`config.mk`:
```
export PLATFORM = sky130hd
export DESIGN_NAME = exu_fpu_wb_ctl
export DESIGN_NICKNAME = d
export VERILOG_FILES = /design/src/rtl/exu_fpu_wb_ctl.sv
export SDC_FILE = /design/constraint.sdc
export NUM_CORES = 1
export LEC_CHECK = 0
export CORE_MARGIN = 4
export CORE_UTILIZATION = 42
export DETAILED_ROUTE_END_ITERATION = 8
export PLACE_DENSITY = 0.75
export REMOVE_ABC_BUFFERS = 1
export SYNTH_ARGS = -nofsm -noshare
export SYNTH_HDL_FRONTEND = slang
export SYNTH_SLANG_ARGS = --single-unit
```
`constraint.sdc`:
```
create_clock -name clk -period 4.3 [get_ports clk]
set_clock_uncertainty 0.2 [all_clocks]
set_input_delay 1.075 -clock clk [delete_from_list [all_inputs] [get_ports clk]]
set_output_delay 1.075 -clock clk [all_outputs]
set_load 0.02 [all_outputs]
```
`src/rtl/exu_fpu_wb_ctl.sv`:
```
// FPU write-back controller: an in-order result FIFO between the FPU core and the FP
// register-file write port, plus the sticky fflags accumulator updated at commit.
module exu_fpu_wb_ctl #(
  parameter int DEPTH = 2,
  parameter int TAGW  = 5,
  parameter int CNTW  = $clog2(DEPTH + 1)
) (
  input  logic            clk,
  input  logic            rst_l,
  input  logic            flush_lower,
  input  logic            fpu_out_valid,
  output logic            fpu_out_ready,
  input  logic [31:0]     fpu_result,
  input  logic [4:0]      fpu_status,
  input  logic [TAGW-1:0] fpu_tag,
  output logic            wb_valid,
  input  logic            wb_ready,
  output logic [TAGW-1:0] wb_rd,
  output logic [31:0]     wb_data,
  input  logic            fflags_wr_en,
  input  logic [4:0]      fflags_wr_data,
  output logic [4:0]      fflags,
  output logic [CNTW-1:0] wb_count
);

  localparam int PTRW = (DEPTH > 1) ? $clog2(DEPTH) : 1;

  logic [31:0]     data_mem   [DEPTH];
  logic [4:0]      status_mem [DEPTH];
  logic [TAGW-1:0] tag_mem    [DEPTH];

  logic [PTRW-1:0] rd_ptr;
  logic [PTRW-1:0] wr_ptr;
  logic [CNTW-1:0] count;
  logic            push;
  logic            pop;
  logic [4:0]      fflags_next;

  // Explicit wrap so any DEPTH in 1..8 works, not just powers of two.
  function automatic logic [PTRW-1:0] ptr_inc(input logic [PTRW-1:0] p);
    if (p == PTRW'(DEPTH - 1)) return '0;
    else                       return p + PTRW'(1);
  endfunction

  // Ready and valid derive from registered occupancy only, so neither side
  // sees a combinational path from the other.
  assign fpu_out_ready = (count != CNTW'(DEPTH));
  assign wb_valid      = (count != '0);
  assign wb_count      = count;
  assign wb_rd         = tag_mem[rd_ptr];
  assign wb_data       = data_mem[rd_ptr];

  assign push = fpu_out_valid & fpu_out_ready & ~flush_lower;
  assign pop  = wb_valid & wb_ready & ~flush_lower;

  // A CSR write replaces the accumulator; the committing entry's status is
  // OR'd on top so neither source is lost in the same cycle.
  always_comb begin
    fflags_next = fflags_wr_en ? fflags_wr_data : fflags;
    if (pop) fflags_next = fflags_next | status_mem[rd_ptr];
  end

  always_ff @(posedge clk or negedge rst_l) begin
    if (!rst_l) begin
      rd_ptr <= '0;
      wr_ptr <= '0;
      count  <= '0;
      fflags <= '0;
    end else begin
      fflags <= fflags_next;
      if (flush_lower) begin
        rd_ptr <= '0;
        wr_ptr <= '0;
        count  <= '0;
      end else begin
        if (push) wr_ptr <= ptr_inc(wr_ptr);
        if (pop)  rd_ptr <= ptr_inc(rd_ptr);
        case ({push, pop})
          2'b10:   count <= count + CNTW'(1);
          2'b01:   count <= count - CNTW'(1);
          default: count <= count;
        endcase
      end
    end
  end

  // Entry payload carries no reset; occupancy alone decides what is live.
  always_ff @(posedge clk) begin
    if (push) begin
      data_mem[wr_ptr]   <= fpu_result;
      status_mem[wr_ptr] <= fpu_status;
      tag_mem[wr_ptr]    <= fpu_tag;
    end
  end

endmodule

```
==> impl_metrics.toml, run 1 <==
[worst_setup_path]
timing.rr.start = "wb_count[1]$_DFFE_PN0P_"
cp.arrival_ns = 2.24
ff2ff_setup_slack_ns = 2.19
reg2reg_to = "tag_mem[1][4]$_DFFE_PP_"
r2r_cells = 5
worst-setup-path-type = "reg2out"
critPathCaptureType = "output pin"
crit_path_start_kind = "flip-flop"
cp_max_fo = 22
required_ns = 3.02

[worst_hold_path]
min_path_cells = 2
min_path_type = "reg2reg"
worstHoldEndpoint = "fflags[0]$_DFF_PN0_"
min_from = "fflags[0]$_DFF_PN0_"

[placement]
dp_hpwl_um = 4220
gp_congestion = 0.775
dp_cells = 371
dpl_cell_area_mm2 = 0.00458
pre_cts_ws_ns = 1.12
port_buffers = 98

[yosys]
synth_seq_cells = 93
synthTopCellsByCount = "edfxtp_1 (84), mux2_2 (37), mux2i_1 (11), dfrtp_1 (9), o21ai_1 (6)"
synth_cells = 174
ys.flop_type = "edfxtp_1"
ys_warn_count = 0
syn_avg_cell_area_um2 = 19.9
netlist_area_mm2 = 0.00346
yosysMostFrequentCell = "edfxtp_1"
yosys.area.top_type = "edfxtp_1"
async_flop_share = 0.0968
yosysSeqAreaShare = 0.794
synth_area_leaders = "edfxtp_1 (73%), mux2_2 (12%), dfrtp_1 (6.5%), mux2i_1 (3.2%), o21ai_1 (0.87%)"
synth.top_cell.area_share = 0.729
synth_cell_types = 24
synth_edf_count = 84

[grt]
grt_max_degree = 43
grt_usage = 0.130
antenna_found_initial = 0
grt_pass1_vias = 1951
grt_pass1_wl_um = 9700
overflow = 0

[job]
cap_violations = 0

[clock_network]
cts_buffers = 9
cts.sinks = 93
cts_root_buf = "clkbuf_8"
clock_latency_ns = 0.34
clk_pin_slew_worst_paths_ns = 0.08
cts_setup_buffers = 0
holdBufCountCts = 0
cts_tree = "built"
htreeDepth = 3
clock_path_buffers = 2
ctsResizeCount = 0

[floorplanning]
coreArea_mm2 = 0.00789
dieHeight_um = 98.8
die_area_mm2 = 0.00976
start_util = 0.439
die-width_um = 98.8
rows = 32
num_io_pins = 99

[route]
route.detailed.drc = 0
route.antenna.remaining_nets = 0
num_vias = 1859
wire_per_inst_um = 16.4
dr.pass1.iters = 4
first_iter_violations = 43
vias_per_cell = 4.80
totalWireLength_um = 6330

[finish]
nFillCells = 606
area_delta_synth_final_pct = 37.3
diodes = 0
multiInputGateArea_um2 = 684
drive_gt1_frac = 0.214
fin_cells = 387
final_core_util = 0.603
seq_area_mm2 = 0.00275
layout.nets = 333
final_area_mm2 = 0.00475

[power_and_ir_drop]
ir_worst_vdd_mv = 0.213
p_leak_uw = 0.00158
cellPowerDensity_mw_per_mm2 = 381

[timing]
fmax_mhz = 284
relSlewSlack = 0.613
layout_setup_ws_ns = 0.780
fin_crit_ns = 3.52
setup_violations = 0
worst_slew_pin_slew_ns = 0.580
hold_viol = 0
maxSlewViolCount = 0
grt_setup_unrepaired = "false"
min_period_over_period = 0.819

[outcome]
status = "completed"
[cells in the final DEF, fill, tap and decap left out, types with 2 or more instances in the layout]
| cell type | instances |
|---|---|
| buf_4 | 2 |
| o21ai_1 | 6 |
| inv_2 | 2 |
| mux2_2 | 37 |
| edfxtp_1 | 84 |
| clkinvlp_4 | 5 |
| mux2i_1 | 11 |
| dfrtp_1 | 8 |
| clkdlybuf4s50_1 | 98 |
| clkbuf_8 | 9 |
| a21oi_1 | 4 |
| clkbuf_1 | 2 |
[through the flow]
step / total power (uW) / setup TNS, ns / hold WS, ns
floorplan: 1190 / -45.20 / 0.291
global placement: 1330 / 0 / 0.287
detailed placement: 1340 / 0 / 0.308
CTS: 1840 / 0 / 0.327
global route: 1890 / 0 / 0.352
finish: 1810 / 0 / 0.321
[worst max-delay path by stage]
stage	slack (ns)	start	cells past startpoint	endpoint
finish	0.78	rd_ptr$_DFFE_PN0P_	3	wb_data[18]
global route	0.68	rd_ptr$_DFFE_PN0P_	3	wb_data[6]
detailed placement	1.12	rd_ptr$_DFFE_PN0P_	3	wb_data[6]
floorplan	-0.64	fpu_out_valid	2	data_mem[1][0]$_DFFE_PP_
CTS	0.72	rd_ptr$_DFFE_PN0P_	3	wb_data[6]
global placement	1.12	rd_ptr$_DFFE_PN0P_	3	wb_data[6]
[registers in the layout (all words and copies together) (netlist names)]
signal      cells
wb_count        2
rd_ptr          1
fflags          5
data_mem       64
status_mem     10
wr_ptr          1
tag_mem        10
[power breakdown]
group	leakage, uW	total (uW)	switching (uW)	internal [uW]
logic	0.000633	270	119	151
registers	0.000880	1050	19.5	1030
clock network	0.0000678	498	288	210
[critical path, stage by stage (launching register included)]
cell	delay, ns
dfrtp_2	0.73
buf_12	0.25
mux2_2	0.35
clkdlybuf4s50_1	0.55
[layer usage]
metal  wire, um  part of all wire  global-route usage  vias to the layer above
met5          0                 0                   0                        -
met4         72             0.011              0.0441                        0
met3        410             0.065              0.0495                        7
met2       3250              0.51               0.222                       60
met1       2600              0.41               0.149                      902
li1           -                 -                   -                      890
[cell type report]
class / count / share of cell area
Timing Repair Buffer: 101 / 0.214
Multi-Input combinational cell: 73 / 0.144
Clock buffer: 11 / 0.0276
Tap cell: 102 / 0.0268
Inverter: 2 / 0.00158
Sequential cell: 93 / 0.578
Clock inverter: 5 / 0.00790
[logic make-up after synthesis]
logic type             Yosys count  synth area share
AO/OA/AOI/OAI                   13            0.0202
XOR/XNOR                         1           0.00253
buffers and inverters            8            0.0112
flip-flops                      93             0.794
multiplexers                    48             0.152
AND/OR/NAND/NOR                 11            0.0199
No activity file was read; power rests on OpenSTA's default activity.
==> run 2: changes to the inputs <==
Settings changed: CORE_UTILIZATION 42 to 47, PLACE_DENSITY 0.75 to 0.79.
Clock period 4.3 ns to 3.4 ns, I/O delays scaled along.
==> run 2 against run 1 <==
  * Non-clock buffer count up 1
  * Global-route usage up 1.5 points
  * Sequential power up 25%
  * Clock power up 30%
  * Core utilization up 5.9 points
  * Count of clock-buffer cells in the layout down 1
  * Setup slack worse by 0.41 ns
  * Critical path depth unchanged
  * Routed wire length down 2.5%
  * Final cell count down 0.52%
  * Flip-flop and latch count unchanged
==> impl_metrics.toml, run 2 (synthesized netlist as in run 1, its figures left out) <==
[finish]
regMostFlops = "data_mem"
area_delta_synth_final_pct = 38.0
diodes = 0
final_cell_mix = "clkdlybuf4s50_1 (98), edfxtp_1 (84), mux2_2 (37)"
largest_reg_flops = 64
drive_gt1_frac = 0.220
reg.largest.list = "data_mem: 64 flops, status_mem: 10 flops, tag_mem: 10 flops"
final_area_mm2 = 0.00477
layout.nets = 334
layout_commonest_cell = "clkdlybuf4s50_1"

[timing]
worst_slew_pin_slew_ns = 0.394
relSlewSlack = 0.737
fmax_mhz = 330
grt_setup_unrepaired = "false"
hold_viol = 0
maxSlewViolCount = 0
layout_setup_ws_ns = 0.373
min_period_over_period = 0.890
setup_violations = 0
fin_crit_ns = 3.03

[power_and_ir_drop]
clkPwrFrac = 0.279
power_frac_seq = 0.568
ir_worst_vdd_mv = 0.306
cellPowerDensity_mw_per_mm2 = 484
power.share.switching = 0.238
pwr-share-comb = 0.153
switchingPower_uw = 549
p_leak_uw = 0.00160
p_int_uw = 1760

[placement]
dp_hpwl_um = 4230
gp_congestion = 0.733
port_buffers = 98
dpl_cell_area_mm2 = 0.00460
pre_cts_ws_ns = 0.716

[grt]
antenna_found_initial = 0
grt_pass1_vias = 1983
grt_pass1_wl_um = 9470
grt_usage = 0.145
grt_max_degree = 43
overflow = 0

[worst_setup_path]
crit_path_start_kind = "flip-flop"
crit_chain = "buf_4 > mux2_2 > clkdlybuf4s50_1"
cp_slowest_cell = "clkdlybuf4s50_1"
cp.arrival_ns = 1.98
critPathCaptureType = "output pin"
ff2ff_setup_slack_ns = 1.49
cp-startpoint = "rd_ptr$_DFFE_PN0P_"
path_depth = 3
worst-setup-path-type = "reg2out"
timing.rr.start = "wb_count[1]$_DFFE_PN0P_"
reg2reg_to = "data_mem[1][11]$_DFFE_PP_"
cp_max_fo = 24
slowest_delay_ns = 0.56
r2r_cells = 5
critical_path.endpoint = "wb_data[26]"
cp_top_family = "buffers and inverters"
cp_num_buf_inv = 2
required_ns = 2.35

[route]
wire_per_inst_um = 16.0
first_iter_violations = 53
dr.pass1.iters = 4
totalWireLength_um = 6170
vias_per_cell = 4.86
route.antenna.remaining_nets = 0
route.detailed.drc = 0
num_vias = 1871

[clock_network]
cts.sinks = 93
cts_root_buf = "clkbuf_8"
clock_latency_ns = 0.34
cts_buffers = 9
cts_tree = "built"
holdBufCountCts = 0
ctsResizeCount = 0
cts_setup_buffers = 0
htreeDepth = 3
clk_pin_slew_worst_paths_ns = 0.08
clock_path_buffers = 2

[floorplanning]
start_util = 0.480
coreArea_mm2 = 0.00721
die-width_um = 93.8
rows = 31
die_area_mm2 = 0.00880
num_io_pins = 99
dieHeight_um = 93.8

[worst_hold_path]
min_path_type = "reg2reg"

[outcome]
status = "completed"

[job]
cap_violations = 0
-- run 2: cell types whose count changed in the layout (fill, tap and decap cells not counted) --
cell        previous run  this run
clkbuf_1               2         1
buf_12                 1         2
inv_6                  0         2
clkinvlp_4             5         2
clkinv_2               0         1
clkinv_4               0         1
-- run 2: metrics by stage --
stage / instances / total power, uW / hold WS [ns] / util / TNS [ns]
6_report: 385 / 2310 / 0.307 / 0.662 / 0
5_1_grt: 385 / 2410 / 0.370 / 0.662 / 0
4_1_cts: 385 / 2330 / 0.313 / 0.662 / 0
3_5_place_dp: 369 / 1700 / 0.295 / 0.638 / 0
3_3_place_gp: 369 / 1690 / 0.285 / 0.638 / 0
2_1_floorplan: 168 / 1500 / 0.291 / - / -101.90
-- run 2: final cells by class --
class,instances,area (um2)
Inverter,2,7.51
Multi-Input combinational cell,73,684
Clock inverter,6,46.3
Clock buffer,10,128
Fill cell,512,2440
Tap cell,99,124
Sequential cell,93,2750
Timing Repair Buffer,102,1040
-- run 2: power by group through the flow --
| stage | logic [uW] | clock network, uW | registers (uW) |
|---|---|---|---|
| after CTS | 359 | 662 | 1310 |
| after global placement | 353 | 0 | 1340 |
| after global routing | 375 | 718 | 1320 |
| final | 353 | 645 | 1310 |
| after floorplan | 139 | 0 | 1360 |
| after detailed placement | 357 | 0 | 1340 |
-- run 2: how the worst min path moves through the flow --
stage	endpoint	startpoint	slack [ns]	depth (start not counted)
after floorplan	fflags[0]$_DFF_PN0_	status_mem[0][0]$_DFFE_PP_	0.29	2
after global placement	fflags[0]$_DFF_PN0_	fflags[0]$_DFF_PN0_	0.28	2
after detailed placement	fflags[2]$_DFF_PN0_	fflags[2]$_DFF_PN0_	0.29	2
after CTS	fflags[2]$_DFF_PN0_	fflags[2]$_DFF_PN0_	0.31	2
after global routing	fflags[2]$_DFF_PN0_	fflags[2]$_DFF_PN0_	0.37	2
final	fflags[2]$_DFF_PN0_	fflags[2]$_DFF_PN0_	0.31	2
-- run 2: per-layer routing --
metal	global-route usage	wire [um]	vias to the layer above
met5	0	0	-
met2	0.248	3210	63
met4	0.0578	61	0
li1	-	-	893
met3	0.0457	424	7
met1	0.169	2480	908
-- run 2: worst reg2reg max path, cell delays in order (launching register included) --
cell and delay (ns):
dfrtp_1 0.46, nor2b_2 0.20, inv_2 0.07, nand2_1 0.09, nor3b_2 0.27, buf_12 0.28
==> run 3: changes to the inputs <==
Settings changed: CAP_MARGIN set to 30.
==> results of run 3 <==
No change in the layout: final DEF, timing and power equal those of run 2.
